===== src/rtl/timer_pkg.sv =====
// Shared types, 7-segment constants and per-digit count limits for the BCD timer.
// Build with TIMER_SEXAGESIMAL_EN defined to make digits 3 and 5 count mod 6 (MM:SS.cc).
package timer_pkg;

  typedef enum logic [1:0] {IDLE, RUN, PAUSE, DONE} state_t;
  typedef enum logic [1:0] {M_UP = 2'b00, M_DOWN = 2'b01, M_HOLD = 2'b10, M_UP2 = 2'b11} mode_t;

  // Active-low segments, a..g in [6:0]
  localparam logic [6:0] SEG_0 = 7'h40;
  localparam logic [6:0] SEG_1 = 7'h79;
  localparam logic [6:0] SEG_2 = 7'h24;
  localparam logic [6:0] SEG_3 = 7'h30;
  localparam logic [6:0] SEG_4 = 7'h19;
  localparam logic [6:0] SEG_5 = 7'h12;
  localparam logic [6:0] SEG_6 = 7'h02;
  localparam logic [6:0] SEG_7 = 7'h78;
  localparam logic [6:0] SEG_8 = 7'h00;
  localparam logic [6:0] SEG_9 = 7'h10;
  localparam logic [6:0] SEG_BLANK = 7'h7F;
  localparam logic [9:0][6:0] SEG_LUT =
    {SEG_9, SEG_8, SEG_7, SEG_6, SEG_5, SEG_4, SEG_3, SEG_2, SEG_1, SEG_0};

`ifdef TIMER_SEXAGESIMAL_EN
  localparam bit SEXA = 1'b1;
`else
  localparam bit SEXA = 1'b0;
`endif

  function automatic logic [3:0] bcd_limit(input int idx);
    return (SEXA && (idx == 3 || idx == 5)) ? 4'd5 : 4'd9;
  endfunction

  function automatic logic [6:0] seg7(input logic [3:0] d);
    return (d <= 4'd9) ? SEG_LUT[d] : SEG_BLANK;
  endfunction

endpackage


===== src/rtl/timer_core_param_seg_scan.sv =====
// Multiplexed 7-segment scanner: walks the digit index, decodes the selected digit,
// and registers AN/HEX so both change together one cycle after the index.
module seg_scan
  import timer_pkg::*;
#(
  parameter int DIGITS = 8,
  parameter int SDIV   = 100_000,
  parameter int DP_POS = 2
) (
  input  logic                  clk,
  input  logic                  rst_n,
  input  logic [4*DIGITS-1:0]   digits,
  output logic [DIGITS-1:0]     an,
  output logic [7:0]            hex
);
  localparam int SW = (SDIV > 1) ? $clog2(SDIV) : 1;
  localparam int IW = $clog2(DIGITS);

  logic [SW-1:0] scan;
  logic [IW-1:0] idx;
  logic [3:0]    cur;

  assign cur = digits[4*idx +: 4];

  always_ff @(posedge clk or negedge rst_n) begin
    if (!rst_n) begin
      scan <= '0;
      idx  <= '0;
      an   <= '1;
      hex  <= 8'hFF;
    end else begin
      if (scan == SW'(SDIV - 1)) begin
        scan <= '0;
        idx  <= (idx == IW'(DIGITS - 1)) ? '0 : idx + IW'(1);
      end else begin
        scan <= scan + SW'(1);
      end
      an  <= ~(DIGITS'(1) << idx);
      hex <= {(int'(idx) != DP_POS), seg7(cur)};
    end
  end

endmodule


===== src/rtl/timer_core_param.sv =====
// N-digit BCD stopwatch / countdown timer with pause, hold and lap-freeze display.
// TIMER_SEXAGESIMAL_EN: digits 3 and 5 count mod 6; otherwise every digit is mod 10.
module timer_core_param
  import timer_pkg::*;
#(
  parameter int CLK_HZ  = 100_000_000,
  parameter int TICK_HZ = 100,
  parameter int SCAN_HZ = 1000,
  parameter int DIGITS  = 8,
  parameter int DP_POS  = 2
) (
  input  logic                clock_100MHZ,
  input  logic                reset,
  input  logic                start,
  input  logic                suspend,
  input  logic [1:0]          mode,
  input  logic [4*DIGITS-1:0] preset,
  input  logic                lap,
  output logic [DIGITS-1:0]   AN,
  output logic [7:0]          HEX,
  output logic [15:0]         LED,
  output logic                alarm
);
  localparam int DIV  = CLK_HZ / TICK_HZ;
  localparam int SDIV = CLK_HZ / SCAN_HZ;
  localparam int PW   = (DIV > 1) ? $clog2(DIV) : 1;

  state_t  state;
  mode_t   mode_l;
  logic [PW-1:0] presc;
  logic    tick, ovf, lap_q, inc_ovf;
  logic [DIGITS-1:0][3:0] cnt, shadow, pre_c, ld_val, inc_v, dec_v, disp;

  for (genvar g = 0; g < DIGITS; g++) begin : g_dig
    localparam logic [3:0] LIM = bcd_limit(g);
    assign pre_c[g] = (preset[4*g +: 4] > LIM) ? LIM : preset[4*g +: 4];
  end

  assign ld_val = (mode == 2'b01 || mode == 2'b10) ? pre_c : '0;
  assign tick   = (presc == PW'(DIV - 1));

  // Ripple carry/borrow; each digit wraps at its own limit.
  always_comb begin
    logic c, b;
    inc_v = cnt;
    dec_v = cnt;
    c = 1'b1;
    b = 1'b1;
    for (int i = 0; i < DIGITS; i++) begin
      if (c) begin
        if (cnt[i] >= bcd_limit(i)) inc_v[i] = 4'd0;
        else begin inc_v[i] = cnt[i] + 4'd1; c = 1'b0; end
      end
      if (b) begin
        if (cnt[i] == 4'd0) dec_v[i] = bcd_limit(i);
        else begin dec_v[i] = cnt[i] - 4'd1; b = 1'b0; end
      end
    end
    inc_ovf = c;
  end

  always_ff @(posedge clock_100MHZ or negedge reset) begin
    if (!reset) begin
      state  <= IDLE;
      mode_l <= M_UP;
      cnt    <= '0;
      presc  <= '0;
      ovf    <= 1'b0;
      alarm  <= 1'b0;
    end else begin
      case (state)
        IDLE: begin
          presc  <= '0;
          mode_l <= mode_t'(mode);
          cnt    <= ld_val;
          if (start) begin
            state <= RUN;
            ovf   <= 1'b0;
          end
        end
        RUN: begin
          presc <= tick ? '0 : presc + PW'(1);
          if (!start) begin
            state <= IDLE;
            presc <= '0;
            cnt   <= ld_val;
          end else if (suspend) begin
            state <= PAUSE;
          end else if (mode_l == M_DOWN && cnt == '0) begin
            state <= DONE;
            alarm <= 1'b1;
          end else if (tick) begin
            case (mode_l)
              M_DOWN: begin
                cnt <= dec_v;
                if (dec_v == '0) begin
                  state <= DONE;
                  alarm <= 1'b1;
                end
              end
              M_HOLD:  cnt <= cnt;
              default: begin
                cnt <= inc_v;
                if (inc_ovf) ovf <= 1'b1;
              end
            endcase
          end
        end
        PAUSE: begin
          if (!start) begin
            state <= IDLE;
            presc <= '0;
            cnt   <= ld_val;
          end else if (!suspend) begin
            state <= RUN;
          end
        end
        default: begin
          cnt <= '0;
          if (!start) begin
            state <= IDLE;
            alarm <= 1'b0;
            presc <= '0;
            cnt   <= ld_val;
          end
        end
      endcase
    end
  end

  // Lap snapshot: taken on the rising edge of lap; the counter keeps running.
  always_ff @(posedge clock_100MHZ or negedge reset) begin
    if (!reset) begin
      lap_q  <= 1'b0;
      shadow <= '0;
    end else begin
      lap_q <= lap;
      if (lap && !lap_q) shadow <= cnt;
    end
  end

  assign disp = (lap && lap_q) ? shadow : cnt;

  assign LED = {1'b0, mode_l, 8'b0, lap_q, ovf,
                (state == DONE), (state == PAUSE), (state == RUN)};

  seg_scan #(.DIGITS(DIGITS), .SDIV(SDIV), .DP_POS(DP_POS)) u_scan (
    .clk    (clock_100MHZ),
    .rst_n  (reset),
    .digits (disp),
    .an     (AN),
    .hex    (HEX)
  );

endmodule


===== config.mk =====
export PLATFORM = sky130hd
export DESIGN_NAME = timer_core_param
export DESIGN_NICKNAME = d
export VERILOG_FILES = /design/src/rtl/timer_pkg.sv /design/src/rtl/timer_core_param_seg_scan.sv /design/src/rtl/timer_core_param.sv
export SDC_FILE = /design/constraint.sdc
export NUM_CORES = 1
export LEC_CHECK = 0
export CORE_ASPECT_RATIO = 0.8
export CORE_UTILIZATION = 45
export DETAILED_ROUTE_END_ITERATION = 10
export SLEW_MARGIN = 20
export SYNTH_ARGS = -nofsm -noshare
export SYNTH_HDL_FRONTEND = slang
export SYNTH_SLANG_ARGS = --single-unit
export TNS_END_PERCENT = 10

===== constraint.sdc =====
create_clock -name clock_100MHZ -period 4.9 [get_ports clock_100MHZ]
set_clock_uncertainty 0.15 [all_clocks]
set_input_delay 0.98 -clock clock_100MHZ [delete_from_list [all_inputs] [get_ports clock_100MHZ]]
set_output_delay 0.98 -clock clock_100MHZ [all_outputs]
set_load 0.05 [all_outputs]

==> results of run 1 <==
-- sequential cells by signal, summed over array words and instances (netlist names) --
name and count:
lap_q 1, u_scan.an 7, shadow 32, u_scan.scan 17, u_scan.idx 3, cnt 32
u_scan.hex 8, ovf 1, state 2, alarm 1, mode_l 2, presc 20
-- Yosys cell counts, drive strengths merged (11+ instances only) --
| cell | instances | area, µm² |
|---|---|---|
| nand4 | 18 | 113 |
| o21ai | 102 | 510 |
| dfstp | 15 | 394 |
| mux2i | 14 | 140 |
| nor2 | 82 | 315 |
| dfrtp | 111 | 2780 |
| nor4 | 11 | 75.1 |
| ha | 43 | 538 |
| xor2 | 17 | 149 |
| mux4 | 21 | 473 |
| buf | 21 | 135 |
| nand3 | 28 | 140 |
| nand2b | 13 | 81.3 |
| nand2 | 112 | 420 |
| nor3 | 16 | 80.1 |
| clkbuf | 42 | 158 |
| inv | 44 | 165 |
| mux2 | 37 | 417 |
| a21oi | 40 | 211 |
| xnor2 | 19 | 166 |
-- per-layer routing --
metal,wire length (µm),share of wire [%],track usage [%]
met3,1190,5.2,4.20
met5,0,0,0
met2,9780,43,35.4
met1,11600,51,36.8
met4,384,1.7,7.48
-- worst max-delay path, delay by kind of cell, from the launching register on --
family,cells,cell delay (ns)
buffers and inverters,1,0.24
AOI/OAI and AO/OA,2,0.76
DFF,1,0.52
and+or+nand+nor,4,1.31
adders and majority gates,1,0.35
muxes,1,0.34
-- final timing paths --
| check | start | to | slack [ns] | cells past startpoint |
|---|---|---|---|---|
| worst max-delay path | cnt[12] | cnt[11] | 1.11 | 9 |
| worst min register to register | u_scan.scan[4] | u_scan.scan[4] | 0.33 | 1 |
| worst max register to register | cnt[12] | cnt[11] | 1.11 | 9 |
| min in group asynchronous | reset | shadow[23] | 0.51 | 2 |
| max in group asynchronous | reset | cnt[31] | 3.56 | 2 |
| worst min-delay path | u_scan.scan[4] | u_scan.scan[4] | 0.33 | 1 |
-- power by group --
group / total [mW] / switching [mW] / internal (mW)
sequential: 1.82 / 0.487 / 1.34
combinational: 2.82 / 1.68 / 1.14
clock: 1.22 / 0.515 / 0.703
-- cells in the final DEF, fill, tap and decap left out, drive strengths merged, types with 7 or more instances in the layout --
cell type / n
nand2: 112
a21oi: 40
o21ai: 102
o31ai: 8
inv: 49
mux2i: 14
nand4: 18
xor2: 17
dfstp: 15
nor3b: 7
mux2: 37
nand2b: 13
buf: 11
nand3: 28
conb: 9
ha: 43
clkbuf: 17
nor2: 82
a31oi: 7
mux4: 21
dfrtp: 111
clkdlybuf4s50: 61
nor2b: 9
nor4: 11
xnor2: 19
nor3: 16
a22oi: 8
or3b: 8
-- cells by family after synthesis --
| logic type | Yosys count |
|---|---|
| buffers and inverters | 108 |
| multiplexers | 72 |
| flip-flops | 126 |
| AND/OR/NAND/NOR | 344 |
| AO/OA/AOI/OAI | 227 |
| XOR/XNOR | 36 |
| adder cells (fa/ha/maj) | 43 |
| other | 1 |
-- stage by stage --
stage                     hold slack (ns)  power [mW]  cell area (µm²)
final                               0.329        5.86            10000
after global routing                0.358        6.25            10000
after CTS                           0.332        5.85            10000
after detailed placement            0.318        4.60             9450
after global placement              0.308        4.59             9450
after floorplan                     0.295        3.75             8710
-- final cells by class --
class / count / area share, %
multi-input cells: 731 / 50.7
flip-flops and latches: 126 / 31.7
repair buffers: 72 / 7.05
clock buffers: 17 / 4.25
well taps: 258 / 3.23
inverters: 45 / 1.69
clock inverters: 15 / 1.36
==> run summary, run 1 <==
The area growth from synthesis to layout is 15.4%. The tools report the maximum buffer depth of the clock tree as 2. The register clock-pin slew on the reported worst setup and hold paths is 0.06 ns.

The master of the slowest instance on the critical path is sky130_fd_sc_hd__nor4b_2. After the flow finishes, the layout carries non-filler instances totaling 1,264. From left edge to right edge, the die measures 157 µm. STA classifies the critical path startpoint as a flip-flop. Before CTS, the worst setup slack after placement is 0.839 ns.

The flow ran to the end, and the final reports show no timing, DRC or antenna violations. The final estimated routing congestion in global placement was 0.875; the sequential cell area was 3170 µm². The critical path goes through inv_1, ha_1, nor3b_2, nand2_1, nor4b_2, a311o_1, a22o_1, nor2_4, mux2_1. Setup repair after global routing left no endpoint under its margin.

Summing the areas of all and, or, nand and nor instances in the mapped netlist gives 20.1% of the synthesized area. Data arrives at the worst endpoint at 3.94 ns. The final period utilization is 77.4%, and the number of gates resized after cts is 0.

During placement, the flow inserted port buffers numbering 62. The count of synthesis-stage warnings from yosys was 0. The summed negative setup slack over all endpoints is 0 ns, and the final critical-path required period is 3.79 ns. Once the floorplan was initialized, standard cells occupied 45.9% of the core. Across the run, the number of max-cap violations was 0. The run gives 126 as the TritonCTS sink count. The region available for standard cell placement spans 18,900 µm². The cell count after synthesis came out at 957. Initial antenna violation count: 0.

Measured along the y axis, the die boundary spans 126 µm. The multi-input combinational cell area is 5080 µm². The synthesized flop and latch total was 126.

At the end of the flow, the number of nets in the layout was 1,075. The tools report the total wirelength of the detailed-routed design as 23.0 mm. TritonCTS built the clock tree. The average size of a mapped cell was 9.07 µm².

The maximum vdd drop is 327 µV. After synthesis, the largest family of logic cells by area is simple AND/OR/NAND/NOR gates. In this run, distinct cell masters in the synthesized netlist total 77. The H-tree depth came out at 4. The worst setup slack after layout was 1.11 ns; the count of filler cells inserted in the layout was 1,769.

Derived from the worst setup path, the maximum achievable clock frequency is 0.264 GHz. Once detailed placement completed, the half-perimeter wirelength came to 16.6 mm. The power density over cell area came out at 585 nW/µm². The analysis attributes to cell leakage a power of 4.11 nW. STA classifies the critical path endpoint as a flip-flop.

The worst setup path is of the flip-flop to flip-flop kind. The run gives 5 as the first-pass iteration count of the detailed router. The die covers 19,800 µm².

The tightest min-delay check is of the flip-flop to flip-flop type. The synthesized-area fraction occupied by ao, oa, aoi and oai cells works out to 16.2%. CTS buffer count: 17. Setup violations remaining at the end of the flow were counted as 0. For this run, the leading register cell type out of synthesis is sky130_fd_sc_hd__dfrtp_1. The logs give 1,232 for the instance count after placement with tap cells included and 0 for the number of DRC violations after detailed routing. In this design, the stage delay of the slowest critical-path cell is 0.54 ns. After detailed routing, the number of vias per cell comes to 5.77. The synthesized netlist devotes 6.20% of its cell area to adder and majority cells.

The count of final max-slew check failures was 0; the post-route antenna net violation count was 0. For this design the top-level I/O count stands at 72. Summing every instance area after synthesis gives 8680 µm². Global routing consumed, over all layers together, 24.4% of the routing resources. The peak fanout along the critical path works out to 10.

The tools report the number of global-route vias before repair as 6,747. The tree is rooted in a sky130_fd_sc_hd__clkbuf_16. The hold violation count in the final report is 0, and the remaining max-slew budget at the tightest pin is 36.9%. Of the post-synthesis cell area, the part taken by muxes is 11.9%. Cells fill 52.9% of the core in the end. Of the cells placed in the final design, the portion with a size suffix greater than 1 is 13.3%. The routed layout has 7,299 vias. For the proportion of synthesized chip area in sequential cells, the log shows 36.6%. The tools report the clock latency reported for the late side of the worst-skew pair as 0.43 ns. The synthesized netlist devotes 3.63% of its cell area to XOR and XNOR gates. In this run, the number of DRC markers left after iteration 0 of detailed routing was 575. Buffers added to address setup during post-CTS repair amount to 0. Buffers inserted to repair hold after CTS numbered 0. The wire length of the first global-routing pass came out at 37.1 mm. For the largest net degree at the start of global routing, the log shows 127.

In this run, synthesis inferred 0 flip-flops with an integrated enable. Dividing the detail-routed wire length by the instance count gives 18.2 µm. The total inserted antenna cells was 0; the number of rows created at floorplan was 45.

The async set or reset register ratio after synthesis is 100%, and the total global routing overflow is 0. For the data required time at the worst endpoint, the log shows 5.05 ns. The slew of the pin with the lowest slew margin came out at 0.947 ns.
Power figures use the tool's default switching activity.
==> run 2, diff against run 1 <==
==> constraint.sdc (replaced) <==
create_clock -name clock_100MHZ -period 3.8 [get_ports clock_100MHZ]
set_clock_uncertainty 0.15 [all_clocks]
set_input_delay 0.76 -clock clock_100MHZ [delete_from_list [all_inputs] [get_ports clock_100MHZ]]
set_output_delay 0.76 -clock clock_100MHZ [all_outputs]
set_load 0.05 [all_outputs]
==> run summary, run 2 (synthesis gave the netlist of run 1 again) <==
The HPWL after detailed placement is 17.4 mm. For the hold violation count in the final report, the log shows 0. The total overflow left after global routing is 0.

The static leakage is 4.35 nW. In this run the deepest clock path goes through 2 buffers. The number of clock buffers added by TritonCTS is 17.

The tools report the timing endpoint of the critical path as alarm. The worst setup slack after layout is 0.416 ns, and the power density over cell area is 773 nW/µm². The worst setup path is of the flip-flop to flip-flop kind.

Wires add up to 23.6 mm. Summing over every cut layer, the via total after detailed routing is 7,509. The number of gates resized after CTS was 0.

For this design the top-level I/O count stands at 72. The pre-antenna-repair detailed-routing pass consisted of 6 iterations. For this configuration, the core starts out at a cell density of 45.9%. The fraction of final layout cells with drive strength greater than 1 came out at 16.6%. The peak fanout along the critical path works out to 11. Routability-driven placement finished with a final weighted congestion of 0.917. Setup violations remaining at the end of the flow were counted as 0.

The H-tree was split into 4 levels. The min-delay analysis places its worst path in the category primary input to asynchronous set/reset pin. TritonCTS built the clock tree. Setup repair after global routing left no endpoint under its margin.

The slew of the pin with the lowest slew margin is 0.989 ns. The arrival time reported for the critical path endpoint was 3.57 ns. The tools report the endpoint class of the critical path as a flip-flop. Core area: 18,900 µm².

The number of global-route vias before repair was 6,986; the remaining max-slew budget at the tightest pin was 34.1%. The layout has 1,781 filler cells. Input and output buffers added on the ports amount to 62. The flow ran to the end, and the final reports show no timing, DRC or antenna violations. The final layout contains 1,114 nets.

The depth of the most critical reg-to-reg path was 9. The post-route antenna net violation count is 0. Leaving out fill and tap cells, the most frequent cell in the layout is sky130_fd_sc_hd__nand2_1. Entering global routing, the biggest net connects 68 pins.

The clock root buffer is sky130_fd_sc_hd__clkbuf_16. The floorplan has 45 rows. The repair_antennas step left the layout with diodes totalling 0. At the later pin of the worst-skew pair, clock insertion delay measures 0.43 ns.

The quantity of hold-fixing buffers added after cts came out at 0. Timing would allow up to 0.295 GHz. The final period utilization is 89.1%.

The utilization after layout is 54.9%, and the data required time at the worst endpoint is 3.99 ns. Summing all flip-flop and latch instances after layout gives 3170 µm². In the final layout, the multi-input gates occupy 5080 µm². The first global-routing pass estimated 38.3 mm of wire. The overall die area is 19,800 µm².

The worst path needs 3.38 ns of the cycle, external delays included. The tools report the iteration-0 DRC count of the detailed router as 500. Count of buffers added by post-CTS timing repair for setup: 0. Initial antenna violation count: 0. After clock tree synthesis, the clock-pin slew on the worst setup and hold paths is 0.06 ns. Floorplan die height: 126 µm. In this run the critical register-to-register path is captured at alarm. STA classifies the critical path startpoint as a flip-flop. The top cell types in the final layout, fill and taps aside, are sky130_fd_sc_hd__nand2_1, sky130_fd_sc_hd__dfrtp_1, sky130_fd_sc_hd__o21ai_0, sky130_fd_sc_hd__nor2_1, sky130_fd_sc_hd__clkdlybuf4s50_1. The run gives 0 as the count of final max-slew check failures. The source of the critical timing path is cnt[1]. The routed via count divided by cell count was 5.76. Max-cap violations in this run came to 0. In the routed design, unresolved DRC markers number 0. The reg-to-reg setup timing slack was 0.42 ns. The startpoint identified for the worst register-to-register timing path is cnt[1].

The layout overhead on the synthesized area came out at 19.7%. The post-placement worst setup slack was -0.00976 ns. The tree built by TritonCTS fans out to 126 sinks. Maximum vdd drop: 401 µV.

In the global route stage, overall resource usage came out at 25.3%. The floorplan step set the die width to 157 µm. The largest registers in the layout are cnt (32), shadow (32), presc (20). Average wire length per cell after detail routing: 18.1 µm.
## run 2: cell types whose count changed in the layout (fill, tap and decap cells not counted), sizes merged
| cell | change |
|---|---|
| clkbuf | +3 |
| buf | +39 |
| bufinv | +3 |
| clkinvlp | -3 |
| inv | -3 |
## run 2: worst max-delay path, cell delays in order, from the launching register on
cell and delay [ns]:
sky130_fd_sc_hd__dfrtp_1 0.46, sky130_fd_sc_hd__inv_1 0.17, sky130_fd_sc_hd__ha_1 0.25, sky130_fd_sc_hd__or3b_1 0.55, sky130_fd_sc_hd__or4_1 0.46, sky130_fd_sc_hd__a21oi_1 0.20
sky130_fd_sc_hd__nand4_1 0.13, sky130_fd_sc_hd__a2111oi_0 0.47, sky130_fd_sc_hd__nand4_1 0.24, sky130_fd_sc_hd__a21boi_0 0.21
## run 2: power breakdown
part | switching, mW | internal [mW]
registers | 0.493 | 1.72
clock network | 0.647 | 1.16
logic | 2.36 | 1.65
total | 3.50 | 4.53
## run 2: layout make-up
type,count,area share (%)
Clock buffer,20,4.49
Clock inverter,12,1.75
Inverter,45,1.63
Multi-Input combinational cell,731,48.9
Sequential cell,126,30.5
Tap cell,258,3.11
Timing Repair Buffer,111,9.61
## run 2: per-stage QoR
step | hold WS (ns) | setup TNS (ns) | power [mW] | area (µm²) | instances
2_1_floorplan | 0.295 | 0 | 4.84 | 8710 | 965
3_3_place_gp | 0.312 | 0 | 6.16 | 9740 | 1271
3_5_place_dp | 0.315 | -0.0192 | 6.18 | 9740 | 1271
4_1_cts | 0.327 | 0 | 8.01 | 10400 | 1303
5_1_grt | 0.350 | 0 | 8.58 | 10400 | 1303
6_report | 0.308 | 0 | 8.03 | 10400 | 1303
## run 2: worst min path at each step
stage	startpoint	to	slack [ns]
after global placement	shadow[16]	shadow[16]	0.31
after floorplan	shadow[0]	shadow[0]	0.29
after CTS	reset	u_scan.scan[6]	0.33
after detailed placement	u_scan.scan[4]	u_scan.scan[4]	0.31
final	reset	u_scan.idx[1]	0.31
after global routing	shadow[16]	shadow[16]	0.35
## run 2: per-layer routing
layer	GRT usage [%]	routed length (µm)	part of all wire, %
met3	4.78	1770	7.5
met4	9.42	553	2.3
met2	35.9	9920	42
met5	0	0	0
met1	37.9	11400	48
==> run 3, diff against run 2 <==
--- a/config.mk
+++ b/config.mk
@@ -5,6 +5,7 @@
 export SDC_FILE = /design/constraint.sdc
 export NUM_CORES = 1
 export LEC_CHECK = 0
+export ABC_CLOCK_PERIOD_IN_PS = 3800
 export CORE_ASPECT_RATIO = 0.8
 export CORE_UTILIZATION = 45
 export DETAILED_ROUTE_END_ITERATION = 10
==> results of run 3 <==
The final DEF is identical to that of run 2; final timing and power are the same.
